`src/rtl/sprite_pkg.sv`:
```
// Shared types and constants for the sprite renderer.
package sprite_pkg;
  typedef enum logic [1:0] {
    DIR_RIGHT = 2'd0,
    DIR_LEFT  = 2'd1,
    DIR_UP    = 2'd2,
    DIR_DOWN  = 2'd3
  } dir_e;

  typedef enum logic [1:0] {
    LAYER_BG    = 2'd0,
    LAYER_PAC   = 2'd1,
    LAYER_GHOST = 2'd2,
    LAYER_FRUIT = 2'd3
  } layer_e;

  typedef enum logic {
    PHASE_OPEN   = 1'b0,
    PHASE_CLOSED = 1'b1
  } phase_e;

  localparam int unsigned SPRITE_DIM = 8;
endpackage

```
`src/rtl/sprite_hit.sv`:
```
// Combinational hit test and ROM row/column derivation for one scaled sprite.
module sprite_hit
  import sprite_pkg::*;
#(
  parameter int unsigned SCALE_SHIFT = 1
) (
  input  logic [9:0] draw_x,
  input  logic [9:0] draw_y,
  input  logic [9:0] sx,
  input  logic [9:0] sy,
  output logic       hit,
  output logic [2:0] row,
  output logic [2:0] col
);
  localparam logic [10:0] SPAN = 11'(SPRITE_DIM << SCALE_SHIFT);

  logic [10:0] dx;
  logic [10:0] dy;
  logic [9:0]  dx_s;
  logic [9:0]  dy_s;

  // Bit 10 is the sign of the difference; a negative offset never hits.
  always_comb begin
    dx   = {1'b0, draw_x} - {1'b0, sx};
    dy   = {1'b0, draw_y} - {1'b0, sy};
    hit  = !dx[10] && !dy[10] && (dx < SPAN) && (dy < SPAN);
    dx_s = dx[9:0] >> SCALE_SHIFT;
    dy_s = dy[9:0] >> SCALE_SHIFT;
    col  = dx_s[2:0];
    row  = dy_s[2:0];
  end
endmodule

```
`src/rtl/sprite_renderer.sv`:
```
// Two-stage pixel pipeline: stage 1 hit-tests sprites and addresses the ROMs,
// stage 2 reads ROM bits and resolves layer priority.
module sprite_renderer
  import sprite_pkg::*;
#(
  parameter int unsigned SCALE_SHIFT = 1,
  parameter int unsigned ANIM_FRAMES = 8
) (
  input  logic       Clk,
  input  logic       Reset_n,
  input  logic       frame_tick,
  input  logic       pix_valid_in,
  input  logic [9:0] DrawX,
  input  logic [9:0] DrawY,
  input  logic [9:0] pac_x,
  input  logic [9:0] pac_y,
  input  logic [9:0] ghost_x,
  input  logic [9:0] ghost_y,
  input  logic [9:0] fruit_x,
  input  logic [9:0] fruit_y,
  input  logic [1:0] pac_dir,
  input  logic       fruit_en,
  output logic [2:0] row_addr_pac,
  output logic [2:0] row_addr_ghost,
  output logic [2:0] row_addr_fruit,
  input  logic [7:0] rom_right,
  input  logic [7:0] rom_closed,
  input  logic [7:0] rom_up,
  input  logic [7:0] rom_ghost,
  input  logic [7:0] rom_fruit,
  output logic       pix_valid_out,
  output logic [1:0] pixel_layer
);
  localparam int unsigned CNT_W = (ANIM_FRAMES > 1) ? $clog2(ANIM_FRAMES) : 1;
  localparam logic [CNT_W-1:0] CNT_LAST = CNT_W'(ANIM_FRAMES - 1);

  logic [CNT_W-1:0] anim_cnt;
  phase_e           phase;

  always_ff @(posedge Clk or negedge Reset_n) begin
    if (!Reset_n) begin
      anim_cnt <= '0;
      phase    <= PHASE_OPEN;
    end else if (frame_tick) begin
      if (anim_cnt == CNT_LAST) begin
        anim_cnt <= '0;
        phase    <= (phase == PHASE_OPEN) ? PHASE_CLOSED : PHASE_OPEN;
      end else begin
        anim_cnt <= anim_cnt + 1'b1;
      end
    end
  end

  logic       hit_pac, hit_ghost, hit_fruit;
  logic [2:0] row_pac, row_ghost, row_fruit;
  logic [2:0] col_pac, col_ghost, col_fruit;

  sprite_hit #(.SCALE_SHIFT(SCALE_SHIFT)) u_hit_pac (
    .draw_x(DrawX), .draw_y(DrawY), .sx(pac_x), .sy(pac_y),
    .hit(hit_pac), .row(row_pac), .col(col_pac)
  );
  sprite_hit #(.SCALE_SHIFT(SCALE_SHIFT)) u_hit_ghost (
    .draw_x(DrawX), .draw_y(DrawY), .sx(ghost_x), .sy(ghost_y),
    .hit(hit_ghost), .row(row_ghost), .col(col_ghost)
  );
  sprite_hit #(.SCALE_SHIFT(SCALE_SHIFT)) u_hit_fruit (
    .draw_x(DrawX), .draw_y(DrawY), .sx(fruit_x), .sy(fruit_y),
    .hit(hit_fruit), .row(row_fruit), .col(col_fruit)
  );

  dir_e       pac_dir_e;
  logic       s1_valid, s1_hit_pac, s1_hit_ghost, s1_hit_fruit;
  logic [2:0] s1_col_pac, s1_col_ghost, s1_col_fruit;
  dir_e       s1_dir;
  phase_e     s1_phase;

  assign pac_dir_e = dir_e'(pac_dir);

  // Down reuses the up ROM flipped vertically via the row address.
  always_ff @(posedge Clk or negedge Reset_n) begin
    if (!Reset_n) begin
      s1_valid       <= 1'b0;
      s1_hit_pac     <= 1'b0;
      s1_hit_ghost   <= 1'b0;
      s1_hit_fruit   <= 1'b0;
      s1_col_pac     <= '0;
      s1_col_ghost   <= '0;
      s1_col_fruit   <= '0;
      s1_dir         <= DIR_RIGHT;
      s1_phase       <= PHASE_OPEN;
      row_addr_pac   <= '0;
      row_addr_ghost <= '0;
      row_addr_fruit <= '0;
    end else begin
      s1_valid       <= pix_valid_in;
      s1_hit_pac     <= hit_pac;
      s1_hit_ghost   <= hit_ghost;
      s1_hit_fruit   <= hit_fruit & fruit_en;
      s1_col_pac     <= col_pac;
      s1_col_ghost   <= col_ghost;
      s1_col_fruit   <= col_fruit;
      s1_dir         <= pac_dir_e;
      s1_phase       <= phase;
      row_addr_pac   <= (pac_dir_e == DIR_DOWN) ? 3'd7 - row_pac : row_pac;
      row_addr_ghost <= row_ghost;
      row_addr_fruit <= row_fruit;
    end
  end

  logic [7:0] pac_row;
  logic [2:0] pac_bit, ghost_bit, fruit_bit;
  logic       pac_on, ghost_on, fruit_on;
  layer_e     layer_nxt;

  // Left reuses the right ROM mirrored horizontally via the bit index.
  always_comb begin
    pac_row   = rom_right;
    if (s1_phase == PHASE_CLOSED)                     pac_row = rom_closed;
    else if (s1_dir == DIR_UP || s1_dir == DIR_DOWN)  pac_row = rom_up;
    pac_bit   = (s1_dir == DIR_LEFT) ? s1_col_pac : 3'd7 - s1_col_pac;
    ghost_bit = 3'd7 - s1_col_ghost;
    fruit_bit = 3'd7 - s1_col_fruit;
    pac_on    = s1_hit_pac   & pac_row[pac_bit];
    ghost_on  = s1_hit_ghost & rom_ghost[ghost_bit];
    fruit_on  = s1_hit_fruit & rom_fruit[fruit_bit];
    layer_nxt = LAYER_BG;
    if (s1_valid) begin
      if (ghost_on)      layer_nxt = LAYER_GHOST;
      else if (pac_on)   layer_nxt = LAYER_PAC;
      else if (fruit_on) layer_nxt = LAYER_FRUIT;
    end
  end

  always_ff @(posedge Clk or negedge Reset_n) begin
    if (!Reset_n) begin
      pix_valid_out <= 1'b0;
      pixel_layer   <= '0;
    end else begin
      pix_valid_out <= s1_valid;
      pixel_layer   <= layer_nxt;
    end
  end
endmodule
```
`config.mk`:
```
export PLATFORM = sky130hd
export DESIGN_NAME = sprite_renderer
export DESIGN_NICKNAME = d
export VERILOG_FILES = /design/src/rtl/sprite_pkg.sv /design/src/rtl/sprite_hit.sv /design/src/rtl/sprite_renderer.sv
export SDC_FILE = /design/constraint.sdc
export NUM_CORES = 1
export LEC_CHECK = 0
export CORE_MARGIN = 2
export CORE_UTILIZATION = 44
export CTS_BUF_LIST = sky130_fd_sc_hd__clkbuf_8
export DETAILED_ROUTE_END_ITERATION = 6
export MAX_ROUTING_LAYER = met4
export PLACE_DENSITY = 0.81
export SYNTH_ARGS = -nofsm -noshare
export SYNTH_HDL_FRONTEND = slang
export SYNTH_SLANG_ARGS = --single-unit
```
`constraint.sdc`:
```
create_clock -name Clk -period 1.8 [get_ports Clk]
set_clock_uncertainty 0.05 [all_clocks]
set_input_delay 0.36 -clock Clk [delete_from_list [all_inputs] [get_ports Clk]]
set_output_delay 0.36 -clock Clk [all_outputs]
set_load 0.05 [all_outputs]
```
==> results of run 1 <==
[critical path, stage by stage]
cell	delay [ns]
dlygate4sd2_1	0.33
ha_4	0.25
nand2_1	0.08
nand2_1	0.11
a21oi_4	0.16
o22ai_2	0.09
or4b_1	0.49
or4_4	0.52
nor4_2	0.23
[kinds of logic (layout without fill, tap and decap cells)]
kind of cell	count (synthesis)	in the layout
flops	32	32
xor+xnor	29	29
simple gates	138	138
other cells	0	3
mux	29	29
fa+ha+maj	62	62
compound gates	132	132
buf+inv	83	391
[worst max path at each step]
stage	start	endpoint	slack (ns)	cells past startpoint
finish	DrawY[6]	s1_hit_pac$_DFF_PN0_	-0.69	9
global route	pac_x[1]	s1_hit_pac$_DFF_PN0_	-0.77	9
CTS	pac_x[4]	s1_hit_pac$_DFF_PN0_	-0.78	9
detailed placement	DrawX[1]	s1_hit_ghost$_DFF_PN0_	-1.25	10
global placement	DrawX[1]	s1_hit_fruit$_DFF_PN0_	-1.18	12
floorplan	pac_y[2]	s1_hit_pac$_DFF_PN0_	-0.57	9
[routing by layer]
layer	routed length, um	part of all wire	GRT usage
met1	6980	0.36	0.330
met4	1350	0.069	0.131
met3	1590	0.081	0.0361
met2	9680	0.49	0.579
met5	0	0	-
[sequential cells by signal, summed over array words and instances, names as in the netlist, 2 cells and up]
signal	count
anim_cnt	3
row_addr_fruit	3
row_addr_ghost	3
row_addr_pac	3
s1_col_fruit	3
s1_col_ghost	3
s1_col_pac	3
pixel_layer	2
s1_dir	2
[layout make-up]
class / count / area (um2) / area share
multi-input combinational: 390 / 3860 / 0.492
timing repair buffer: 307 / 2620 / 0.334
sequential: 32 / 801 / 0.102
inverter: 76 / 285 / 0.0364
tap: 111 / 139 / 0.0177
clock buffer: 7 / 96.3 / 0.0123
clock inverter: 1 / 30.0 / 0.00383
antenna: 3 / 7.51 / 0.000958
[cells in the mapped netlist, types with 2 or more instances]
cell,count,area share
inv_1,76,0.069
ha_1,56,0.17
a21oi_1,39,0.047
dfrtp_1,32,0.19
nor2_1,30,0.027
nand2_1,28,0.025
o21ai_0,20,0.024
xnor2_1,19,0.040
mux2i_1,14,0.034
a21o_1,12,0.022
nand2b_1,12,0.018
mux2_2,11,0.030
nor2b_1,11,0.017
nor3_1,10,0.012
xor2_1,10,0.021
a31oi_1,8,0.012
o22ai_1,7,0.011
fa_1,6,0.029
nand3_1,6,0.0072
nand4_1,6,0.0090
nor4_1,6,0.0090
and3_1,5,0.0075
o211ai_1,5,0.0090
a211oi_1,4,0.0072
mux4_2,4,0.022
nand3b_1,4,0.0072
nor3b_1,4,0.0072
o21a_1,4,0.0072
or2b_2,4,0.0084
a21boi_0,3,0.0054
a311oi_1,3,0.0063
buf_2,3,0.0036
clkbuf_1,3,0.0027
o21bai_1,3,0.0054
a2111oi_0,2,0.0042
a21o_2,2,0.0042
a31o_2,2,0.0042
o2111ai_1,2,0.0042
o31a_1,2,0.0042
o32ai_1,2,0.0042
or3_1,2,0.0030
[per-stage QoR]
stage	setup WS, ns	utilization	setup TNS (ns)
2_1_floorplan	-0.565	-	-1.03
3_3_place_gp	-1.18	0.744	-6.32
3_5_place_dp	-1.25	0.744	-7.05
4_1_cts	-0.785	0.802	-1.88
5_1_grt	-0.766	0.852	-2.33
6_report	-0.690	0.852	-1.86
[power by group through the flow]
| stage | sequential (mW) | clock, mW | combinational (mW) |
|---|---|---|---|
| after floorplan | 1.09 | 0 | 1.16 |
| after global placement | 0.990 | 0 | 2.22 |
| after detailed placement | 0.999 | 0 | 2.28 |
| after CTS | 0.984 | 0.796 | 2.45 |
| after global routing | 1.01 | 0.835 | 2.97 |
| final | 0.993 | 0.818 | 2.82 |
[repair_timing]
action | 4_1_cts | 5_1_grt
pin swaps | 48 | 52
buffers inserted | 10 | 16
resized for setup | 171 | 115
setup endpoints to repair | 7 | 5
==> summary by stage, run 1 <==
Logic synthesis
The average footprint of a synthesized cell is 8.22 um2. Counting every net in the synthesized netlist gives 694. The largest family of logic cells by synthesized area is compound AO/OA/AOI/OAI gates.

The share of async-settable or async-resettable flops after synthesis is 1.00. The area share of xor/xnor cells in the synthesized design is 0.0612. The synthesized design contains 32 register bits.

The simple-gate share of the synthesized area is 0.178. The most used flip-flop cell after synthesis is dfrtp_1. The sequential-to-total area share from yosys stat is 0.193. After synthesis, the netlist uses 64 different library cells. Yosys mapped a number of flops with a built-in enable equal to 0. The share of the synthesized area in compound gates (AO/OA/AOI/OAI) is 0.207. The mapped netlist covers 4150 um2.

The number of warnings reported in the yosys synthesis log is 0. The portion of synthesized area spent on multiplexers is 0.0853. The post-synthesis cell count is 505. Of the total synthesized cell area, the portion taken by full adders, half adders and majority gates is 0.198.

Timing
Setup repair after global routing could not meet its margin everywhere. For the pin with the worst max-slew slack, the measured transition is 0.514 ns. The worst pin sits at a relative slew slack of 0.649. The number of pins exceeding their max-slew limit in the final report is 0. Setup violations remaining at the end of the flow were counted as 5.

The post-layout worst setup margin is -0.690 ns. The hold violation total from the final report is 0. On the final layout, the worst hold slack is 0.332 ns. The final clock period utilization by the worst path is 1.38.

Subtracting the final worst setup slack from the clock period gives 2.49 ns. Static timing analysis puts the maximum clock frequency at 402 MHz.

Global route
The first global-routing pass estimated 24400 um of wire. The total overflow left after global routing is 0. In the global route stage, overall resource usage came out at 0.311. The number of antenna violations at the first check in global routing is 1. The via count of the first global-routing pass came to 5287. The largest net degree at the start of global routing is 33.

Placed design
At the end of routability-driven placement, the weighted congestion stood at 0.900. Port buffering added 138 buffers. The count of placed standard cells including taps is 891. The standard cell area after detailed placement is 6840 um2. The post-DP HPWL is 11800 um.

Setup path
The critical-path maximum fanout is 2. The arrival time at the worst endpoint is 2.63 ns. The worst register-to-register path begins at s1_col_ghost[0]$_DFF_PN0_. The launching element type of the critical path is an input port. The data required time at the worst endpoint is 1.94 ns. The worst-case reg-to-reg path depth is 7. The end of the worst register-to-register path is pixel_layer[1]$_DFF_PN0_. The type of element capturing the critical path is a register. The critical path start-end classification is in -> reg. The worst-case register-to-register setup slack is -0.19 ns.

Detailed routing
The count of antenna-violating nets left after detailed routing is 0. Across all layers, the routed design uses 5536 vias. In the final routed layout, each cell accounts on average for 21.1 um. After detailed routing, the number of remaining DRC violations is 0.

The number of DRC violations after detailed-routing iteration 0 is 374. For this run, the detailed router's first-pass iteration total came to 5. The total routed wirelength is 19600 um. The via-per-instance ratio is 5.97.

Floorplanning
The starting density of the core is 0.451. The area of the core region is 9200 um2. The height of the chip is 101 um. The total number of placement rows is 35. The floorplan die area is 10200 um2. The horizontal extent of the die is 101 um. In this run the count of I/O pins placed on the die edge is 139.

Status
The checks that failed: setup timing. The flow ran to the end, but the final reports show violations.

Power
Summed over all cells, the static leakage comes to 3.85 nW. Internal power comes to 2.80 mW. The worst-case IR drop observed on VDD is 378 uV. The power density over cell area is 591 nW/um2. Of the total power, combinational logic draws 0.609. Total power for the finished layout comes to 4.63 mW. The portion of total power attributed to the clock network is 0.176. The switching component of the power is 1.84 mW.

Of the total power, the share spent switching nets is 0.397. The part of the total power dissipated in sequential elements is 0.214.

Clocking
The number of H-tree levels is 2. TritonCTS built the clock tree. The clock net in this run drives a total of 32 sinks. The root cell of the clock tree is clkbuf_8. The number of hold buffers added after CTS was 0.

The clock slew at the register clock pins of the worst setup and hold paths is 0.11 ns. The later pin in the worst-skew pair is clocked with a latency of 0.32 ns. Buffers inserted during clock tree synthesis total 5. The longest clock path from root to sink contains 2 buffers.

Finish
The library cell used most frequently in the layout, excluding fill and tap cells, is buf_4. The post-route cell area is 7840 um2. The number of inserted filler cells in the final layout is 484.

The fraction of layout instances using a drive strength above 1 is 0.461. From synthesis to final layout, the design area changed by 88.9%. The total number of nets in the final design is 1001. In the layout the commonest cells are buf_4, clkdlybuf4s50_1, inv_1.

Leaving out filler cells and counting taps, the final layout contains 927.

Min path
The worst hold path startpoint is DrawY[1]. The end of the worst hold path is row_addr_fruit[0]$_DFF_PN0_. The number of cells on the worst hold path is 2. The path class of the tightest hold or removal check is in -> reg.

Job
Max-cap violations in this run came to 0.
No activity file was read; power rests on OpenSTA's default activity.
==> inputs of run 2 (changes only) <==
- CORE_UTILIZATION: 44 -> 43
- CTS_BUF_LIST: sky130_fd_sc_hd__clkbuf_8 -> default
- PLACE_DENSITY: 0.81 -> 0.79
==> run 2 against run 1 <==
Cell count is 0.11% lower. The run still ends with setup timing left. Largest power group unchanged. First-iteration DRC count shrank 24%. Sequential power about the same. Critical endpoint unchanged. Largest cell class unchanged. Core utilization fell by 3.9 points. Sequential cell count did not move. Global-route usage fell by 0.68 points. Die area grew 2.2%. Wire length down 18%. Critical path type unchanged. Sequential share of layout area grew 0.38 points.
==> summary by stage, run 2 (synthesized netlist as in run 1, its figures left out) <==
Status
The flow ran to the end, but the final reports show violations. The checks that failed: setup timing.

Timing
After layout, the worst setup slack is -0.582 ns. The hold violation total from the final report is 0. Setup repair after global routing could not meet its margin everywhere. The worst path in the final design needs a cycle of 2.38 ns, including I/O delays and setup. In the finished design, the share of the clock period the worst path needs comes to 1.32. Derived from the worst setup path, the maximum achievable clock frequency is 420 MHz. The post-route setup TNS is -1.67 ns. The number of pins exceeding their max-slew limit in the final report is 0.

Setup violations remaining at the end of the flow were counted as 5. Measured against its own limit, the worst slew margin works out to 0.708. At the pin with the least slew margin, the transition time is 0.433 ns.

Setup path
For the worst setup path, the data required time is 1.94 ns. The critical-path maximum fanout is 3. The worst setup path is captured at a register. The launching element type of the critical path is an input port.

The arrival time at the worst endpoint is 2.52 ns. The setup path with the least slack is of type in -> reg.

Power
For this design the static power due to leakage is 3.63 nW. Across the VDD grid, the largest voltage drop is 273 uV. The power density over cell area is 561 nW/um2.

Job
The count of max-cap constraint violations is 0.

Floorplanning
The horizontal extent of the die is 102 um. The floorplan die area is 10500 um2. In this run the count of I/O pins placed on the die edge is 139. The starting density of the core is 0.447.

The height of the chip is 102 um. The total number of placement rows is 35. The region available for standard cell placement spans 9280 um2.

Detailed routing
After detailed routing, the average wire length per cell comes to 17.4 um. In the routed design, unresolved DRC markers number 0. The first detailed-routing pass ran for 4 iterations. Summed over all layers, the routed wires come to 16100 um. Dividing the detail-routed via count by the number of cells gives 5.48. For this block, the initial DRC count from the detailed router was 284. The count of antenna-violating nets left after detailed routing is 0. The routed layout has 5077 vias.

Finish
The fraction of layout instances using a drive strength above 1 is 0.432. The number of antenna repair diodes is 0. In the layout the commonest cells are buf_4, clkdlybuf4s50_1, inv_1. The area growth from synthesis to layout is 82.1%. The most common cell after layout, fill and taps aside is buf_4. The number of inserted filler cells in the final layout is 587.

The total number of nets in the final design is 986.

Clocking
The CTS tree is built. The total clock sinks is 32. No sink is reached through more buffers than the 2 on the longest clock path.

Clock-pin slew was measured on the worst setup and hold paths at 0.06 ns. The number of H-tree levels is 2. CTS placed an instance of clkbuf_8 at the clock tree root. At the later pin of the worst-skew pair, clock insertion delay measures 0.29 ns. The number of buffers created by CTS is 5.

Global route
The via count of the first global-routing pass is 5319. The first-pass GRT wire length is 24200 um. The combined global-route utilization of all metal layers is 0.304. Entering global routing, the biggest net connects 33 pins.

Global routing finished with a remaining overflow of 0. The number of antenna violations at the first check in global routing is 0.

Placed design
After legalization and detailed placement, the total HPWL measured 11900 um. Prior to clock tree synthesis, the placed netlist has a worst setup slack of -1.30 ns. Port buffering added 138 buffers. The final weighted congestion in routability-driven placement is 0.979.

Min path
The min-delay analysis places its worst path in the category reg -> reg.
-- run 2: cell count changes in the layout (fill, tap and decap cells not counted), moves of 4 or more --
| cell | previous run | this run |
|---|---|---|
| buf_6 | 12 | 5 |
| dlymetal6s2s_1 | 21 | 9 |
| clkdlybuf4s50_1 | 52 | 64 |
| buf_4 | 172 | 163 |
| inv_1 | 40 | 46 |
| inv_2 | 36 | 30 |
| ha_1 | 20 | 26 |
| ha_4 | 34 | 30 |
-- run 2: cell type report --
cell class	instances	area, um2	share of cell area
inverter	76	285	0.0378
timing repair buffer	292	2420	0.321
multi-input combinational	390	3790	0.501
tap	129	161	0.0214
sequential	32	801	0.106
clock buffer	7	96.3	0.0128
-- run 2: final timing paths --
path	to	slack [ns]	from	cells after the start
setup / recovery	s1_hit_pac$_DFF_PN0_	-0.58	DrawX[4]	8
hold / removal	pix_valid_out$_DFF_PN0_	0.35	s1_valid$_DFF_PN0_	0
setup reg to reg	pixel_layer[1]$_DFF_PN0_	-0.16	s1_col_ghost[0]$_DFF_PN0_	7
hold reg to reg	pix_valid_out$_DFF_PN0_	0.35	s1_valid$_DFF_PN0_	0
max in group asynchronous	anim_cnt[2]$_DFFE_PN0P_	0.94	Reset_n	2
min in group asynchronous	s1_col_fruit[0]$_DFF_PN0_	0.45	Reset_n	2
-- run 2: repair_timing --
item	4_1_cts	5_1_grt
buffers inserted	12	6
gates cloned	0	0
endpoints found under the setup margin	7	6
gates resized for setup	178	74
hold buffers	0	0
pin swaps	33	56
-- run 2: power by group --
part           total [mW]  internal, mW  switching, mW
clock network       0.614         0.341          0.274
registers           0.991         0.861          0.130
logic                2.63          1.38           1.25
total                4.24          2.58           1.65
-- run 2: worst max-delay path, cell delays in order --
cell	delay [ns]
buf_2	0.13
ha_4	0.30
nand2_4	0.05
o31a_1	0.31
o21ai_1	0.16
or4b_1	0.45
or4_4	0.54
nor4_4	0.21
-- run 2: routing by layer --
layer / part of all wire / track usage
met2: 0.53 / 0.564
met3: 0.050 / 0.0342
met1: 0.39 / 0.328
met4: 0.037 / 0.125
met5: 0 / -
-- run 2: through the flow --
| step | power [mW] | hold slack, ns | cells | util | area (um2) |
|---|---|---|---|---|---|
| 2_1_floorplan | 2.25 | 0.0144 | 505 | - | 4310 |
| 3_3_place_gp | 3.19 | 0.333 | 902 | 0.733 | 6810 |
| 3_5_place_dp | 3.28 | 0.333 | 902 | 0.733 | 6810 |
| 4_1_cts | 4.07 | 0.350 | 920 | 0.791 | 7340 |
| 5_1_grt | 4.50 | 0.370 | 926 | 0.814 | 7560 |
| 6_report | 4.24 | 0.353 | 926 | 0.814 | 7560 |
